## config.mk

```make
export PLATFORM = sky130hd
export DESIGN_NAME = float_arith_unit
export DESIGN_NICKNAME = d
export VERILOG_FILES = /design/src/rtl/float_arith_unit.sv
export SDC_FILE = /design/constraint.sdc
export NUM_CORES = 2
export LEC_CHECK = 0
export ABC_AREA = 1
export BUFFER_PORTS_ARGS = -buffer_cell sky130_fd_sc_hd__buf_2
export CORE_ASPECT_RATIO = 2
export CORE_MARGIN = 2
export CORE_UTILIZATION = 55
export DETAILED_ROUTE_END_ITERATION = 12
export PLACE_DENSITY = 0.76
export REMOVE_ABC_BUFFERS = 1
export SKIP_LAST_GASP = 1
export SLEW_MARGIN = 20
export SYNTH_ARGS = -nofsm -noshare
export SYNTH_HDL_FRONTEND = slang
export SYNTH_SLANG_ARGS = --single-unit
```

## constraint.sdc

```tcl
create_clock -name clk -period 19.8 [get_ports clk]
set_clock_uncertainty 0.05 [all_clocks]
set_input_delay 0 -clock clk [delete_from_list [all_inputs] [get_ports clk]]
set_output_delay 0 -clock clk [all_outputs]
set_load 0.02 [all_outputs]
```

## src/rtl/float_arith_unit.sv

```systemverilog
// Multi-cycle floating-point add/sub/mul for the LM32 coprocessor.
// Format {sign, NE-bit biased exponent, NM-bit mantissa with hidden 1}.
// Pipeline of FSM states: IDLE -> UNPACK -> OP -> NORM -> ROUND -> OUT.
// Rounding is round-to-nearest-even. Results that leave the exponent range
// saturate to exp all-ones or flush to zero; no denormals are produced.
module float_arith_unit #(
  parameter int NM = 23,
  parameter int NE = 8
) (
  input  logic           clk,
  input  logic           reset,
  input  logic           in_valid,
  output logic           in_ready,
  input  logic [1:0]     op,
  input  logic [NE+NM:0] a,
  input  logic [NE+NM:0] b,
  output logic           out_valid,
  input  logic           out_ready,
  output logic [NE+NM:0] result,
  output logic           flag_zero,
  output logic           flag_ovf,
  output logic           flag_unf,
  output logic           flag_inexact
);

  localparam int W   = 1 + NE + NM;
  localparam int MW  = NM + 1;        // mantissa including hidden bit
  localparam int XW  = MW + 4;        // carry + mantissa + guard/round/sticky
  localparam int EW  = NE + 2;        // signed working exponent
  localparam int LZW = $clog2(XW);
  localparam logic signed [EW-1:0] BIAS = EW'((1 << (NE - 1)) - 1);
  localparam logic signed [EW-1:0] EMAX = EW'((1 << NE) - 1);

  localparam logic [2:0] S_IDLE   = 3'd0;
  localparam logic [2:0] S_UNPACK = 3'd1;
  localparam logic [2:0] S_OP     = 3'd2;
  localparam logic [2:0] S_NORM   = 3'd3;
  localparam logic [2:0] S_ROUND  = 3'd4;
  localparam logic [2:0] S_OUT    = 3'd5;

  logic [2:0] state;

  assign in_ready  = (state == S_IDLE);
  assign out_valid = (state == S_OUT);

  // Control FSM; one operation in flight, each state lasts one cycle except OUT.
  always_ff @(posedge clk) begin
    if (reset) begin
      state <= S_IDLE;
    end else begin
      case (state)
        S_IDLE:   if (in_valid) state <= S_UNPACK;
        S_UNPACK: state <= S_OP;
        S_OP:     state <= S_NORM;
        S_NORM:   state <= S_ROUND;
        S_ROUND:  state <= S_OUT;
        S_OUT:    if (out_ready) state <= S_IDLE;
        default:  state <= S_IDLE;
      endcase
    end
  end

  // ---------------- operand capture ----------------
  logic [W-1:0] a_q, b_q;
  logic [1:0]   op_q;

  // Register operands and opcode on the accepting edge.
  always_ff @(posedge clk) begin
    if (state == S_IDLE && in_valid) begin
      a_q  <= a;
      b_q  <= b;
      op_q <= op;
    end
  end

  // ---------------- UNPACK ----------------
  logic          sa_u, sb_u, za_u, zb_u, ia_u, ib_u;
  logic [NE-1:0] ea_u, eb_u;
  logic [MW-1:0] ma_u, mb_u;

  // Split fields, restore hidden bits, classify zero / exp-all-ones operands.
  always_ff @(posedge clk) begin
    if (state == S_UNPACK) begin
      sa_u <= a_q[W-1];
      sb_u <= b_q[W-1];
      ea_u <= a_q[W-2:NM];
      eb_u <= b_q[W-2:NM];
      ma_u <= {1'b1, a_q[NM-1:0]};
      mb_u <= {1'b1, b_q[NM-1:0]};
      za_u <= (a_q[W-2:NM] == '0);
      zb_u <= (b_q[W-2:NM] == '0);
      ia_u <= &a_q[W-2:NM];
      ib_u <= &b_q[W-2:NM];
    end
  end

  // ---------------- OP ----------------
  logic                 is_mul, sbe, swap, big_s, eff_sub;
  logic [NE-1:0]        big_e, sml_e, diff;
  logic [MW-1:0]        big_m, sml_m;
  logic [MW+2:0]        ext, sh, aln;
  logic [2*MW-1:0]      prod;
  logic [XW-1:0]        sum_c;
  logic signed [EW-1:0] exp_c;
  logic                 sgn_c, byp_c, byp_ovf_c;
  logic [W-1:0]         byp_res_c;

  // Magnitude-ordered align-and-add, or full mantissa product; special operands bypass.
  always_comb begin
    is_mul  = (op_q == 2'b10);
    sbe     = sb_u ^ (op_q == 2'b01);
    swap    = {eb_u, mb_u} > {ea_u, ma_u};
    big_s   = swap ? sbe  : sa_u;
    big_e   = swap ? eb_u : ea_u;
    big_m   = swap ? mb_u : ma_u;
    sml_e   = swap ? ea_u : eb_u;
    sml_m   = swap ? ma_u : mb_u;
    diff    = big_e - sml_e;
    ext     = {sml_m, 3'b000};
    sh      = ext >> diff;
    // Beyond guard+round the smaller operand survives only as sticky.
    if (int'(diff) > MW + 2) aln = {{(MW+2){1'b0}}, 1'b1};
    else                     aln = {sh[MW+2:1], sh[0] | ((sh << diff) != ext)};
    eff_sub = sa_u ^ sbe;
    prod    = (2*MW)'(ma_u) * (2*MW)'(mb_u);

    if (is_mul) begin
      // Product lies in [1,4): top bit lands in the carry slot.
      sum_c = {prod[2*MW-1:MW-3], |prod[MW-4:0]};
      exp_c = $signed({2'b00, ea_u}) + $signed({2'b00, eb_u}) - BIAS;
      sgn_c = sa_u ^ sb_u;
    end else begin
      sum_c = eff_sub ? ({1'b0, big_m, 3'b000} - {1'b0, aln})
                      : ({1'b0, big_m, 3'b000} + {1'b0, aln});
      exp_c = $signed({2'b00, big_e});
      sgn_c = big_s;
    end

    byp_c     = 1'b1;
    byp_ovf_c = 1'b0;
    byp_res_c = '0;
    if (ia_u || ib_u) begin
      byp_ovf_c = 1'b1;
      byp_res_c = {sgn_c, {NE{1'b1}}, {NM{1'b0}}};
    end else if (is_mul && (za_u || zb_u)) begin
      byp_res_c = {sgn_c, {(NE+NM){1'b0}}};
    end else if (!is_mul && za_u) begin
      byp_res_c = {sbe, b_q[W-2:0]};
    end else if (!is_mul && zb_u) begin
      byp_res_c = a_q;
    end else begin
      byp_c = 1'b0;
    end
  end

  logic [XW-1:0]        x_q;
  logic signed [EW-1:0] xe_q;
  logic                 xs_q, byp_q, byp_ovf_q;
  logic [W-1:0]         byp_res_q;

  // Register raw arithmetic result and any bypass result.
  always_ff @(posedge clk) begin
    if (state == S_OP) begin
      x_q       <= sum_c;
      xe_q      <= exp_c;
      xs_q      <= sgn_c;
      byp_q     <= byp_c;
      byp_ovf_q <= byp_ovf_c;
      byp_res_q <= byp_res_c;
    end
  end

  // ---------------- NORM ----------------
  logic [LZW-1:0]       lz;
  logic [MW+2:0]        n_c;
  logic signed [EW-1:0] ne_c;
  logic                 nz_c;

  // Bring the leading one to the hidden-bit position, keeping sticky intact.
  always_comb begin
    lz   = '0;
    nz_c = 1'b0;
    n_c  = x_q[XW-2:0];
    ne_c = xe_q;
    if (x_q[XW-1]) begin
      n_c  = {x_q[XW-1:2], x_q[1] | x_q[0]};
      ne_c = xe_q + EW'(1);
    end else begin
      for (int i = 0; i < XW - 1; i++)
        if (x_q[i]) lz = LZW'(XW - 2 - i);
      nz_c = ~|x_q[XW-2:0];
      n_c  = x_q[XW-2:0] << lz;
      ne_c = xe_q - EW'(lz);
    end
  end

  logic [MW+2:0]        n_q;
  logic signed [EW-1:0] ne_q;
  logic                 ns_q, nz_q;

  // Register normalised mantissa/exponent.
  always_ff @(posedge clk) begin
    if (state == S_NORM) begin
      n_q  <= n_c;
      ne_q <= ne_c;
      ns_q <= xs_q;
      nz_q <= nz_c;
    end
  end

  // ---------------- ROUND ----------------
  logic                 g, r, st, up, inx;
  logic [MW:0]          mr;
  logic [MW-1:0]        mant_c;
  logic signed [EW-1:0] re_c;
  logic [W-1:0]         res_c;
  logic                 ovf_c, unf_c, inx_c;

  // Round to nearest even, then saturate or flush out-of-range exponents.
  always_comb begin
    g   = n_q[2];
    r   = n_q[1];
    st  = n_q[0];
    inx = g | r | st;
    up  = g & (r | st | n_q[3]);
    mr  = {1'b0, n_q[MW+2:3]} + (MW+1)'(up);
    if (mr[MW]) begin
      mant_c = mr[MW:1];
      re_c   = ne_q + EW'(1);
    end else begin
      mant_c = mr[MW-1:0];
      re_c   = ne_q;
    end

    ovf_c = 1'b0;
    unf_c = 1'b0;
    inx_c = 1'b0;
    if (byp_q) begin
      res_c = byp_res_q;
      ovf_c = byp_ovf_q;
    end else if (nz_q) begin
      res_c = '0;
    end else if (re_c >= EMAX) begin
      res_c = {ns_q, {NE{1'b1}}, {NM{1'b0}}};
      ovf_c = 1'b1;
      inx_c = inx;
    end else if (re_c <= 0) begin
      res_c = {ns_q, {(NE+NM){1'b0}}};
      unf_c = 1'b1;
      inx_c = inx;
    end else begin
      res_c = {ns_q, re_c[NE-1:0], mant_c[NM-1:0]};
      inx_c = inx;
    end
  end

  // Output registers; held through OUT until the consumer takes them.
  always_ff @(posedge clk) begin
    if (reset) begin
      result       <= '0;
      flag_zero    <= 1'b0;
      flag_ovf     <= 1'b0;
      flag_unf     <= 1'b0;
      flag_inexact <= 1'b0;
    end else if (state == S_ROUND) begin
      result       <= res_c;
      flag_zero    <= (res_c[W-2:NM] == '0);
      flag_ovf     <= ovf_c;
      flag_unf     <= unf_c;
      flag_inexact <= inx_c;
    end
  end

endmodule
```

Yosys cells after proc, flatten, opt, wreduce, memory -nomap -nowiden
Index checks and enable logic that the tools add are counted.
W data, S select, Z words.

storage, ports and cells
  register bits after elaboration = 285
  input port bits = 70
  word-level logic and storage cells = 153

cells by class
  add/sub/neg operators = 9
  $mul = 1
  order comparisons = 4
  eq/ne operators = 10
  shifts and indexed selects = 3
  mux-type cells = 64
  bitwise operators = 10
  reductions and logical operators = 19

operators by type and width
  cell                     count
  $mux W32                 6
  $mux W5                  28
  $mux W23                 3
  $mux W31                 2
  $mux W28                 2
  $mul A24 B24 Y48         1
  $gt A32 B32 Y1           1
  $add A27 B27 Y28         1
  $sub A27 B27 Y28         1
  $mux W27                 1
  $ne A27 B27 Y1           1
  $reduce_or A27 Y1        1
  $shl A27 B5 Y27          1
  $shl A27 B8 Y27          1
  $shr A27 B8 Y27          1
  $mux W26                 1
  $add A24 B1 Y25          1
  $logic_not A8 Y1         3
  $mux W8                  3
  $reduce_or A21 Y1        1
  $add A10 B2 Y10 const B  2
  $mux W10                 2
  $pmux W3 S6              1
  $reduce_and A8 Y1        2
  other kinds (26)         53

Depth between registers and ports, before layout
  depth in word-level cells = 30
  mapped depth = 61
  mapped depth without buffers = 61

Worst setup path after synthesis
OpenSTA, ideal clock, no wires.

  kind = register to register
  from = register mb_u[6]
  to = register x_q[26] (data pin)
  setup time = 263 ps
  arrival time = 7493 ps
  data required time = 19487 ps
  path slack = 11994 ps
  cell stages (with the launch flop) = 39
  buffers on the path = 1
  path through = edfxtp_1 clkbuf_1 nand2_1 fa_1 inv_1 fa_1 fa_1 fa_1 fa_1 fa_1 fa_1 ha_1 nand2_1 o21ai_0 a21oi_1 o21ai_0 nand4_1 o211ai_1 (+3 left out) inv_1 nor2_1 nor2_1 nor2_1 inv_1 nand2_1 nand2_1 a21oi_1 o21ai_0 nand3_1 nand2_1 a21oi_1 o21ai_0 a21oi_1 o31ai_1 a21oi_1 o21ai_0 o21ai_0

on the way
  word-level cells in the longest chain between the ends = 11
  elaborated cells between the ends (all ways) = 17

RTL lines
  element                                               line      source
  from (decl)                                           79        logic [MW-1:0] ma_u, mb_u;
  from (signal assigned)                                89        mb_u <= {1'b1, b_q[NM-1:0]};
  $gt A32 B32 Y1                                        112       swap = {eb_u, mb_u} > {ea_u, ma_u};
  $mux W8 (on tied branches)                            114, 116
  $sub A8 B8 Y8                                         118       diff = big_e - sml_e;
  $shr A27 B8 Y27                                       120       sh = ext >> diff;
  $shl A27 B8 Y27                                       123       else aln = {sh[MW+2:1], sh[0] | ((sh << diff) != ext)};
  $ne A27 B27 Y1                                        123
  $or A1 B1 Y1                                          123
  $mux W27                                              122       if (int'(diff) > MW + 2) aln = {{(MW+2){1'b0}}, 1'b1};
  $add A27 B27 Y28 or $sub A27 B27 Y28 (tied branches)  134, 133
  $mux W28                                              133       sum_c = eff_sub ? ({1'b0, big_m, 3'b000} - {1'b0, aln})
  $mux W28 (*)                                          127       if (is_mul) begin
  via sum_c[26]                                         103       logic [XW-1:0] sum_c;
  to (signal assigned)                                  164       x_q <= sum_c;
  to (decl)                                             156       logic [XW-1:0] x_q;

Mark *: on every way through the listed nets, which the timed path passes. The rest lies on a longest branch.
A chain may end at the register's enable or synchronous reset.

Worst setup path in the final report
  from = register ma_u[7]
  to = register x_q[26] (data pin)

on the way
  word-level cells in the longest chain between the ends = 11
  elaborated cells between the ends (all ways) = 17

RTL lines
  element                                               line      source
  from (decl)                                           79
  from (signal assigned)                                88        ma_u <= {1'b1, a_q[NM-1:0]};
  $gt A32 B32 Y1                                        112
  $mux W8 (on tied branches)                            114, 116
  $sub A8 B8 Y8                                         118
  $shr A27 B8 Y27                                       120
  $shl A27 B8 Y27                                       123
  $ne A27 B27 Y1                                        123
  $or A1 B1 Y1                                          123
  $mux W27                                              122
  $add A27 B27 Y28 or $sub A27 B27 Y28 (tied branches)  134, 133
  $mux W28                                              133
  $mux W28 (*)                                          127
  via sum_c[26]                                         103

Marks and branches as above.

==> flow_metrics.env <==
export IMPL_vias_per_cell=5.97
export IMPL_outcome="complete, no violations"
export IMPL_synth_warnings=0
export IMPL_grt_first_pass_wirelength_mm=216
export IMPL_routed_wl_mm=143
export IMPL_fp_dieH_um=382
export IMPL_fp_dieW_um=193
export IMPL_grt_total_usage_pct=39.6
export IMPL_multiInputGateArea_um2=26200
export IMPL_setup_slack_ps=8690
export IMPL_pre_cts_ws_ps=9250
export IMPL_std_cell_rows=138
export IMPL_regArea_um2=8170
export IMPL_placed_area_um2=40700
export IMPL_cts_htree_levels=1
export IMPL_gate_count_of_the_mapped_netlist=5088
export IMPL_cts_made_buffers=27
export IMPL_synthToLayoutAreaGrowth_pct=7.84
export IMPL_max_slew_headroom_at_the_worst_pin_pct=15.0
export IMPL_highest_delay_cell_along_the_critical_path="nor2_1"
export IMPL_critical_setup_path_kind="flip-flop to flip-flop"
export IMPL_worst_endpoint_arrival_ps=11360
export IMPL_detailedRoute_firstPassIterationCount=9
export IMPL_yosys_register_bits=285
export IMPL_synth_flop_cell="edfxtp_1"
export IMPL_path_max_fanout=83
export IMPL_final_design_area_no_fill_um2=42400
export IMPL_cts_sinks=285
export IMPL_cp_end_kind="flip-flop"
export IMPL_grt_pass1_vias=37752
export IMPL_io_pins=108
export IMPL_max_cap_violations=0
export IMPL_pin_count_of_the_biggest_net_entering_global_routing=84
export IMPL_maxClockFrequency_mhz=90.0
export IMPL_clk_path_buf_depth=3
export IMPL_initial_utilization_pct=55.5
export IMPL_wire_per_inst_um=23.6
export IMPL_holdCritPathClass="input pin to flip-flop"
export IMPL_clk_pin_slew_ps=80
export IMPL_critical_path_startpoint_type="flip-flop"
export IMPL_proportion_of_synthesized_chip_area_in_sequential_cells_pct=20.8
export IMPL_gr_total_overflow=0
export IMPL_setup_total_negative_slack_ps=0
export IMPL_post_cts_resize_count=0
export IMPL_drt_iter0_markers=3230
export IMPL_gp_routability_congestion=1.10
export IMPL_drc_errors=0
export IMPL_dp_hpwl_mm=104
export IMPL_synth_top_cells_by_count="nand2_1, inv_1, fa_1, nand3_1, ha_1"
export IMPL_path_common_cell="nand2_1"
export IMPL_final_min_period_over_clock_period_pct=56.1
export IMPL_port_buffers=107
export IMPL_placeableCoreArea_um2=70800
export IMPL_synthMostInstantiatedCell="nand2_1"
export IMPL_rrSetupSlack_ps=8690
export IMPL_synth_area_leaders="fa_1, edfxtp_1, nand2_1"
export IMPL_synthDominantAreaCellType="fa_1"
export IMPL_route_vias_total=36309
export IMPL_fin_crit_period_ps=11110
export IMPL_tightest_slew_ps=1260
export IMPL_layout_nets=6003
export IMPL_final_core_utilization_pct=59.9
export IMPL_synth_top_cell_area_share_pct=24.7
export IMPL_critPathMaxStageDelay_ps=790
export IMPL_min_delay_path_depth=2
export IMPL_setup_viol=0
export IMPL_worst_r2r_path_depth=50
export IMPL_antenna_violations_before_repair=2
export IMPL_clock_insertion_delay_worst_skew_ps=570
export IMPL_slew_viol_final=0
export IMPL_drive_gt1_share_pct=5.98
export IMPL_ant_nets=0
export IMPL_hold_violation_count_in_the_final_report=0
export IMPL_cts_tree="done"
export IMPL_proportion_of_register_bits_with_asynchronous_set_or_reset_after_synthesis_pct=0
export IMPL_final_fill_count=6299
export IMPL_post_cts_setup_buffers=0
export IMPL_yosys_cell_types_count=65
export IMPL_clock_root_buffer="clkbuf_16"
export IMPL_synth_edff_count=246
export IMPL_synth_avg_cell_area_um2=7.73
export IMPL_dieArea_um2=73800
export IMPL_post_synth_instance_area_um2=39300
export IMPL_rsz0062_at_grt="no"
export IMPL_cp_data_required_time_ps=20050
==> worst max-delay path, delay by kind of cell, from the launching register on <==
family / cells / cell delay (ps)
buffers and inverters: 9 / 2180
and+or+nand+nor: 26 / 4210
xor gates and xnor gates: 1 / 750
DFF: 1 / 350
AOI/OAI and AO/OA: 11 / 2400
adders and majority gates: 3 / 820
==> layout make-up <==
type / count / area share [%]
Multi-Input combinational cell: 3491 / 61.9
Sequential cell: 285 / 19.3
Inverter: 1091 / 9.66
Timing Repair Buffer: 255 / 4.30
Tap cell: 910 / 2.69
Clock buffer: 28 / 1.60
Clock inverter: 21 / 0.584
Antenna cell: 3 / 0.0177
==> sequential cells by signal, summed over array words and instances (netlist names), 8 cells and up <==
signal,flops
result,32
xe_q,10
mb_u,23
eb_u,8
b_q,32
byp_res_q,32
ma_u,23
x_q,28
n_q,27
ea_u,8
ne_q,10
a_q,32
==> cell usage in the layout, fill, tap and decap left out, drive strengths merged, types with 3 or more instances in the layout <==
cell	Yosys	final
xnor2	17	17
a21o	4	4
mux2i	9	9
clkinv	4	15
ha	297	297
o21bai	8	8
nor3	30	30
or2	5	5
edfxtp	246	246
diode	0	3
o211ai	30	30
nor4	15	15
o22ai	20	20
bufinv	0	5
nand4	65	65
dlygate4sd3	0	70
a2111oi	3	3
nor2	182	182
buf	39	185
nand3	382	382
o21a	4	4
nand2	1282	1282
nand3b	6	6
a21oi	248	248
clkbuf	182	28
fa	485	485
inv	1087	1091
o221ai	20	20
o31ai	8	8
xor2	47	47
o21ai	279	279
dfxtp	39	39
a31oi	16	16
a211oi	4	4
==> kinds of logic after synthesis <==
group	after synthesis	share of synthesized area [%]
buffers and inverters	1312	12.7
DFF	285	20.8
adders and majority gates	782	34.2
xor gates and xnor gates	64	1.45
AOI/OAI and AO/OA	663	9.37
and+or+nand+nor	1973	21.3
muxes	9	0.229
==> per-stage QoR <==
stage,hold WS [ps],cells
floorplan,19.1,4867
finish,93.1,6084
global placement,127,5960
CTS,73.2,6079
global route,102,6081
detailed placement,128,5960
==> metal layers <==
layer	wire length, µm	GRT usage [%]	part of all wire, %	vias up
li1	-	-	-	16071
met1	43800	38.9	31	17171
met2	68800	66.9	48	2154
met3	13000	9.21	9.0	913
met4	17900	38.4	12	0
met5	0	0	0	-
==> timing repair <==
action | 4_1_cts | 5_1_grt
hold buffers | 70 | 0
hold endpoints to repair | 75 | 0
endpoints found under the setup margin | 0 | 0
==> path summary, 6_finish.rpt <==
path                              start      end
worst max register to register  ma_u[7]  x_q[26]
worst max-delay path            ma_u[7]  x_q[26]
worst min register to register     xs_q     ns_q
worst min-delay path              a[20]  a_q[20]
Power is not shown: default switching activity piles up to over one toggle a cycle in this logic, so the estimate is an artifact.
